$ cat config.mk
export PLATFORM = sky130hd
export DESIGN_NAME = mem_arbiter
export DESIGN_NICKNAME = d
export VERILOG_FILES = /design/src/rtl/mem_arb_pkg.sv /design/src/rtl/arb_pick.sv /design/src/rtl/mem_arbiter.sv
export SDC_FILE = /design/constraint.sdc
export NUM_CORES = 1
export LEC_CHECK = 0
export ABC_AREA = 0
export BUFFER_PORTS_ARGS = -buffer_cell sky130_fd_sc_hd__buf_4
export CAP_MARGIN = 20
export CORE_ASPECT_RATIO = 0.7
export CORE_MARGIN = 3
export CORE_UTILIZATION = 45
export DETAILED_ROUTE_END_ITERATION = 6
export PLACE_DENSITY_LB_ADDON = 0.15
export SYNTH_ARGS = -nofsm -noshare
export SYNTH_HDL_FRONTEND = slang
export SYNTH_SLANG_ARGS = --single-unit
$ cat constraint.sdc
create_clock -name clk -period 1.71 [get_ports clk]
set_clock_uncertainty 0.05 [all_clocks]
set_input_delay 0.2565 -clock clk [delete_from_list [all_inputs] [get_ports clk]]
set_output_delay 0.2565 -clock clk [all_outputs]
set_load 0.01 [all_outputs]
$ cat src/rtl/mem_arb_pkg.sv
// Shared types and defaults for the two-port instruction-memory arbiter.
package mem_arb_pkg;

    localparam int AW_DEF = 8;
    localparam int DW_DEF = 15;

    typedef enum logic {
        PORT_CPU  = 1'b0,
        PORT_HOST = 1'b1
    } port_e;

    typedef enum logic [1:0] {
        IDLE = 2'd0,
        CPU  = 2'd1,
        HOST = 2'd2,
        LOCK = 2'd3
    } arb_state_e;

    typedef struct packed {
        logic  valid;
        port_e port;
        logic  is_read;
    } tag_t;

    function automatic port_e other_port(input port_e p);
        return (p == PORT_CPU) ? PORT_HOST : PORT_CPU;
    endfunction

endpackage

$ cat src/rtl/arb_pick.sv
// Combinational winner selection: lock forces host, contention goes to the port the pointer names.
module arb_pick
    import mem_arb_pkg::*;
(
    input  logic  cpu_req,
    input  logic  host_req,
    input  logic  host_lock,
    input  port_e pointer,
    output logic  sel_cpu,
    output logic  sel_host
);

    always_comb begin
        sel_cpu  = 1'b0;
        sel_host = 1'b0;
        if (host_lock) begin
            sel_host = 1'b1;
        end else if (cpu_req && host_req) begin
            sel_cpu  = (pointer == PORT_CPU);
            sel_host = (pointer == PORT_HOST);
        end else begin
            sel_cpu  = cpu_req;
            sel_host = host_req;
        end
    end

endmodule

$ cat src/rtl/mem_arbiter.sv
// Arbitrates cpu and host-loader access to one synchronous memory; round-robin when
// MEM_ARB_RR_EN is defined, otherwise fixed priority with host over cpu.
module mem_arbiter
    import mem_arb_pkg::*;
#(
    parameter int AW = AW_DEF,
    parameter int DW = DW_DEF
) (
    input  logic          clk,
    input  logic          reset,
    input  logic          cpu_req,
    input  logic          cpu_we,
    input  logic [AW-1:0] cpu_adr,
    input  logic [DW-1:0] cpu_wdata,
    output logic          cpu_gnt,
    output logic          cpu_rvalid,
    input  logic          host_req,
    input  logic          host_we,
    input  logic [AW-1:0] host_adr,
    input  logic [DW-1:0] host_wdata,
    output logic          host_gnt,
    output logic          host_rvalid,
    input  logic          host_lock,
    output logic          cpu_stall,
    output logic [DW-1:0] rdata,
    output logic          mem_we,
    output logic [AW-1:0] mem_adr,
    output logic [DW-1:0] mem_wdata,
    input  logic [DW-1:0] mem_rdata,
    output arb_state_e    state
);

    // Handshake: a request transfers in the cycle where x_req and x_gnt are both high;
    // the requester keeps its command stable until then and may withdraw it at any time.
    logic          sel_cpu;
    logic          sel_host;
    port_e         pointer;
    logic          accept;
    port_e         acc_port;
    logic          acc_we;
    logic [AW-1:0] acc_adr;
    logic [DW-1:0] acc_wdata;
    tag_t          tag0;
    tag_t          tag1;

    arb_pick u_pick (
        .cpu_req   (cpu_req),
        .host_req  (host_req),
        .host_lock (host_lock),
        .pointer   (pointer),
        .sel_cpu   (sel_cpu),
        .sel_host  (sel_host)
    );

    assign cpu_gnt   = ~reset & cpu_req & sel_cpu;
    assign host_gnt  = ~reset & host_req & sel_host;
    assign cpu_stall = ~reset & ((cpu_req & ~cpu_gnt) | host_lock);

    assign accept    = cpu_gnt | host_gnt;
    assign acc_port  = host_gnt ? PORT_HOST : PORT_CPU;
    assign acc_we    = host_gnt ? host_we    : cpu_we;
    assign acc_adr   = host_gnt ? host_adr   : cpu_adr;
    assign acc_wdata = host_gnt ? host_wdata : cpu_wdata;

`ifdef MEM_ARB_RR_EN
    always_ff @(posedge clk or posedge reset) begin
        if (reset) begin
            pointer <= PORT_CPU;
        end else if (accept) begin
            pointer <= other_port(acc_port);
        end
    end
`else
    // A pointer stuck on host turns contention resolution into fixed host priority.
    assign pointer = PORT_HOST;
`endif

    always_ff @(posedge clk or posedge reset) begin
        if (reset) begin
            mem_we    <= 1'b0;
            mem_adr   <= '0;
            mem_wdata <= '0;
        end else begin
            mem_we <= accept & acc_we;
            if (accept) begin
                mem_adr   <= acc_adr;
                mem_wdata <= acc_wdata;
            end
        end
    end

    // tag0 rides with the memory command, tag1 with the memory's read data.
    always_ff @(posedge clk or posedge reset) begin
        if (reset) begin
            tag0 <= '0;
            tag1 <= '0;
        end else begin
            tag0 <= '{valid: accept, port: acc_port, is_read: ~acc_we};
            tag1 <= tag0;
        end
    end

    assign cpu_rvalid  = tag1.valid & tag1.is_read & (tag1.port == PORT_CPU);
    assign host_rvalid = tag1.valid & tag1.is_read & (tag1.port == PORT_HOST);
    assign rdata       = (tag1.valid & tag1.is_read) ? mem_rdata : '0;

    always_ff @(posedge clk or posedge reset) begin
        if (reset) begin
            state <= IDLE;
        end else if (host_lock) begin
            state <= LOCK;
        end else if (state == LOCK) begin
            state <= IDLE;
        end else if (cpu_gnt) begin
            state <= CPU;
        end else if (host_gnt) begin
            state <= HOST;
        end else begin
            state <= IDLE;
        end
    end

endmodule
; ---- Yosys cells after proc, flatten, opt, wreduce, memory -nomap -nowiden
; Cells that the tools add are included.
[word_totals]
elab_cells = 41
register_bits = 32
inputBits = 68
[op_classes]
eq_ne = 1
bitwise = 16
muxes = 13
n_reduce_logical = 1
[op_table]
columns = cell, n
row1 = $mux W15, 2
row2 = $and A1 B1 Y1, 10
row3 = $mux W2, 4
row4 = $mux W8, 1
row5 = $mux W1, 6
row6 = $not A1 Y1, 4
row7 = $eq A2 B2 Y1 const B, 1
row8 = $or A1 B1 Y1, 2
row9 = $logic_and A1 B1 Y1, 1

; ---- Depth between registers and ports, before layout
[depth]
ltp_word = 8
ltp_mapped = 5
depth_no_buf = 3

; ---- By module
; Synthesis repeated with hierarchy kept, for this count alone.
[hier_totals]
cells_unflattened = 125
area_unflattened_um2 = 1530.2
[modules_own_cells]
columns = module, area_per_inst_um2, instances, cells_per_inst
row1 = mem_arbiter, 1505.2, 1, 121
row2 = arb_pick, 25.0, 1, 4

; ---- Worst setup path after synthesis
; Ideal clock, no wire load.
[synth_timing]
path_kind = input port to flip-flop
start = input port host_lock
end = register mem_wdata[0]
slack_ns = 0.291
setup_time_ns = 0.125
required_time_ns = 1.535
t_arrival_ns = 1.244
cell_stages = 4
path_buffers = 1
cell_sequence = nand2b_1 > a21oi_2 > buf_4 > mux2_2
[synth_via]
elab_chain_len = 3
[synth_lines]
columns = item, line_no
row1 = start: declaration, mem_arbiter.sv:23  ; input logic host_lock,
row2 = $mux W1, arb_pick.sv:16  ; if (host_lock) begin
row3 = $and A1 B1 Y1 (on tied branches), "mem_arbiter.sv:56, mem_arbiter.sv:55"
row4 = $mux W15 / $or A1 B1 Y1 (equally long branches), "mem_arbiter.sv:63, mem_arbiter.sv:59"
row5 = end signal: assignment, mem_arbiter.sv:87  ; mem_wdata <= acc_wdata;
row6 = end: declaration, mem_arbiter.sv:28  ; output logic [DW-1:0] mem_wdata,
; Several ways; a longest one is shown, not always the timed one.
; A chain may end at the register's enable or synchronous reset.

; ---- Final worst setup path
[layout_timing]
start = register tag1[2] (netlist bit)
end = output port rdata[0]
[layout_via]
elab_chain_len = 2
[layout_lines]
columns = item, line_no
row1 = start: declaration, mem_arbiter.sv:44  ; tag_t tag1;
row2 = start signal: assignment, mem_arbiter.sv:99  ; tag1 <= tag0;
row3 = $and A1 B1 Y1, mem_arbiter.sv:105  ; assign rdata = (tag1.valid & tag1.is_read) ? mem_rdata : '0;
row4 = $mux W15, mem_arbiter.sv:105
row5 = end: declaration, mem_arbiter.sv:25  ; output logic [DW-1:0] rdata,
; No other way between the ends.

==> reports/results.ini <==
[place]
place.gp.congestion = 0.738
portBuffers = 113
dp_hpwl_um = 3720
placed_area_sq_um = 2640

[sta]
maxSlewHeadroom = 0.718
rsz0062_at_grt = false
setup_viol = 0
hold_viol = 0
slew_violations = 0
fin_hold_ws_ps = 104
tns_ps = 0
period_share = 0.907
tightest_slew_ps = 423
finalCriticalPeriod_ps = 1550
max_freq_ghz = 0.645

[yosys]
syn-instance-count = 118
synthTopCellsByArea = dfrtp_1, mux2_4, mux2_2
ys_seq_elements = 32
synth_common_cells = mux2_4, dfrtp_1, and3_1, mux2_2, inv_1
syn_area_sq_um = 1720
synth_top_area_share = 0.467
synth_nets = 186
avgSynthCellArea_sq_um = 14.5
synth-compound-area-share = 0.0248
synth_mux_area_frac = 0.381
yosysUniqueCellTypes = 19
synth_edf_count = 0
synthXorXnorAreaFrac = 0
synth_top_cell_by_area = dfrtp_1
synthFlopType = dfrtp_1
synth_fa_ha_area_frac = 0
yosys.area_share.simple = 0.0810
async_flop_share = 1.00
yosysMostFrequentCell = mux2_4
yosysSeqAreaShare = 0.467
yosysWarningCount = 0
synth_top_family_by_area = multiplexers

[cells_and_area]
synthToLayoutAreaGrowth_pct = 59.6
n_antenna_cell = 0
final-seq-area_sq_um = 801
multi_input_area_sq_um = 842
n_fill_cell = 237
fin_area_sq_um = 2740
final_core_util = 0.765
drive_gt1_frac = 0.728
nets = 306

[worst_hold_path]
worstHoldStart = host_we
whs_path_depth = 2
hold_path_class = in2reg
holdPathEnd = tag0[0]

[clock_tree]
cts_max_level = 2
holdBufCountCts = 1
postCtsSetupBuffers = 0
clk_path_buf_depth = 2
clk_latency_ps = 270
ctsResizeCount = 0
cts_sinks = 32
root_buffer = clkbuf_8
tritoncts = built
cts.reportedPaths.clkPinSlew_ps = 70
cts_buffers = 5

[critical_path]
worst-setup-path-type = reg2out
r2r_start = mem_wdata[9]
r2r-end = mem_wdata[9]
r2r_cells = 1
critPathArrivalTime_ps = 1240
critPathRequiredTime_ps = 1400
cp_top_family = flip-flops
end_kind = output pin
crit_buf_inv = 1
max_stage_delay_ps = 600
crit_path_max_fanout = 17
start_kind = flip-flop
startpoint = tag1[2]
crit_slowest_cell = dfrtp_1
path_cells = and3_1, buf_4
reg2reg_slack_ps = 870

[grt]
grt_antenna_before_repair = 0
grt_max_degree = 20
grt_pass1_vias = 1490
gr-usage-all-layers = 0.204
grt_pass1_wl_um = 7220
grt-ovfl-total = 0

[drt]
routed-wl-met2_um = 2300
topRoutingLayerUsed = met4
drtPass1Iterations = 4
wl_per_cell_um = 16.0
via_count = 1396
wl_met3_um = 375
drtAntennaViolNets = 0
viasPerCell = 4.83
wirelength_um = 4630
m1WireLength_um = 1840
drtIter0Drc = 47
drc = 0

[pwr]
p_sw_frac = 0.263
p_switching_mw = 0.583
vdd_drop_max_uv = 698
seqPwrFrac = 0.425
p_per_area_nw_per_um2 = 810
share_comb_of_total_power = 0.309
p_leak_nw = 1.52
intPower_mw = 1.64
finalPower_mw = 2.22
pwr-share-clk = 0.266

[floorplan]
die_y_um = 57.7
dieWidth_um = 79.8
core_area_sq_um = 3580
die_area_sq_um = 4600
start_util = 0.479
row_count = 18
ioPinCount = 114

[job]
drv_cap = 0

[run_status]
status = finished, final reports clean

metrics by stage:
stage          instances  setup WS (ps)
6_report             289            159
5_1_grt              289           60.6
3_3_place_gp         280            167
3_5_place_dp         280            114
2_1_floorplan        118            291
4_1_cts              289            168
cells by family (layout without fill, tap and decap cells):
group                  Yosys count  in the layout
and+or+nand+nor                 24             24
buffers and inverters           10            131
muxes                           46             46
DFF                             32             32
AOI/OAI and AO/OA                6              6
layer usage:
metal | vias up | GRT usage
met1 | 659 | 0.246
met4 | 0 | 0.0627
met2 | 65 | 0.345
met3 | 12 | 0.0745
met5 | - | 0
li1 | 660 | -
state kept, by name (all words and copies together), names as in the netlist:
name,cells
tag0,3
state,2
tag1,3
mem_wdata,15
mem_we,1
mem_adr,8
power groups by stage:
stage	sequential (mW)	combinational, mW	clock (mW)
3_3_place_gp	0.945	0.667	0
4_1_cts	0.943	0.692	0.605
6_report	0.943	0.685	0.591
5_1_grt	0.957	0.730	0.650
2_1_floorplan	0.981	0.295	0
3_5_place_dp	0.953	0.688	0
final cells by class:
class,instances,area share
tap,50,0.0229
inverter,3,0.00411
clock inverter,2,0.00366
multi-input combinational,76,0.308
clock buffer,6,0.0302
sequential,32,0.293
timing repair buffer,120,0.339
cells in the final DEF (no fill, tap or decap):
cell,instances
dfrtp_1,32
nor3_1,1
buf_12,2
and2_1,1
inv_1,3
clkbuf_8,6
mux2_4,36
nand2b_1,2
nand2_1,2
buf_4,117
dlygate4sd3_1,1
clkinv_2,2
mux2_2,10
nor2_1,2
a22o_1,1
a21o_1,2
a21oi_1,2
a21oi_4,1
and3_1,16
worst max-delay path by stage:
stage | to | slack [ps] | cells past startpoint
4_1_cts | rdata[0] | 170 | 2
6_report | rdata[0] | 160 | 2
3_5_place_dp | mem_adr[5] | 110 | 5
2_1_floorplan | mem_wdata[0] | 290 | 4
3_3_place_gp | mem_wdata[3] | 170 | 5
5_1_grt | rdata[0] | 60 | 2
Power figures use the tool's default switching activity.
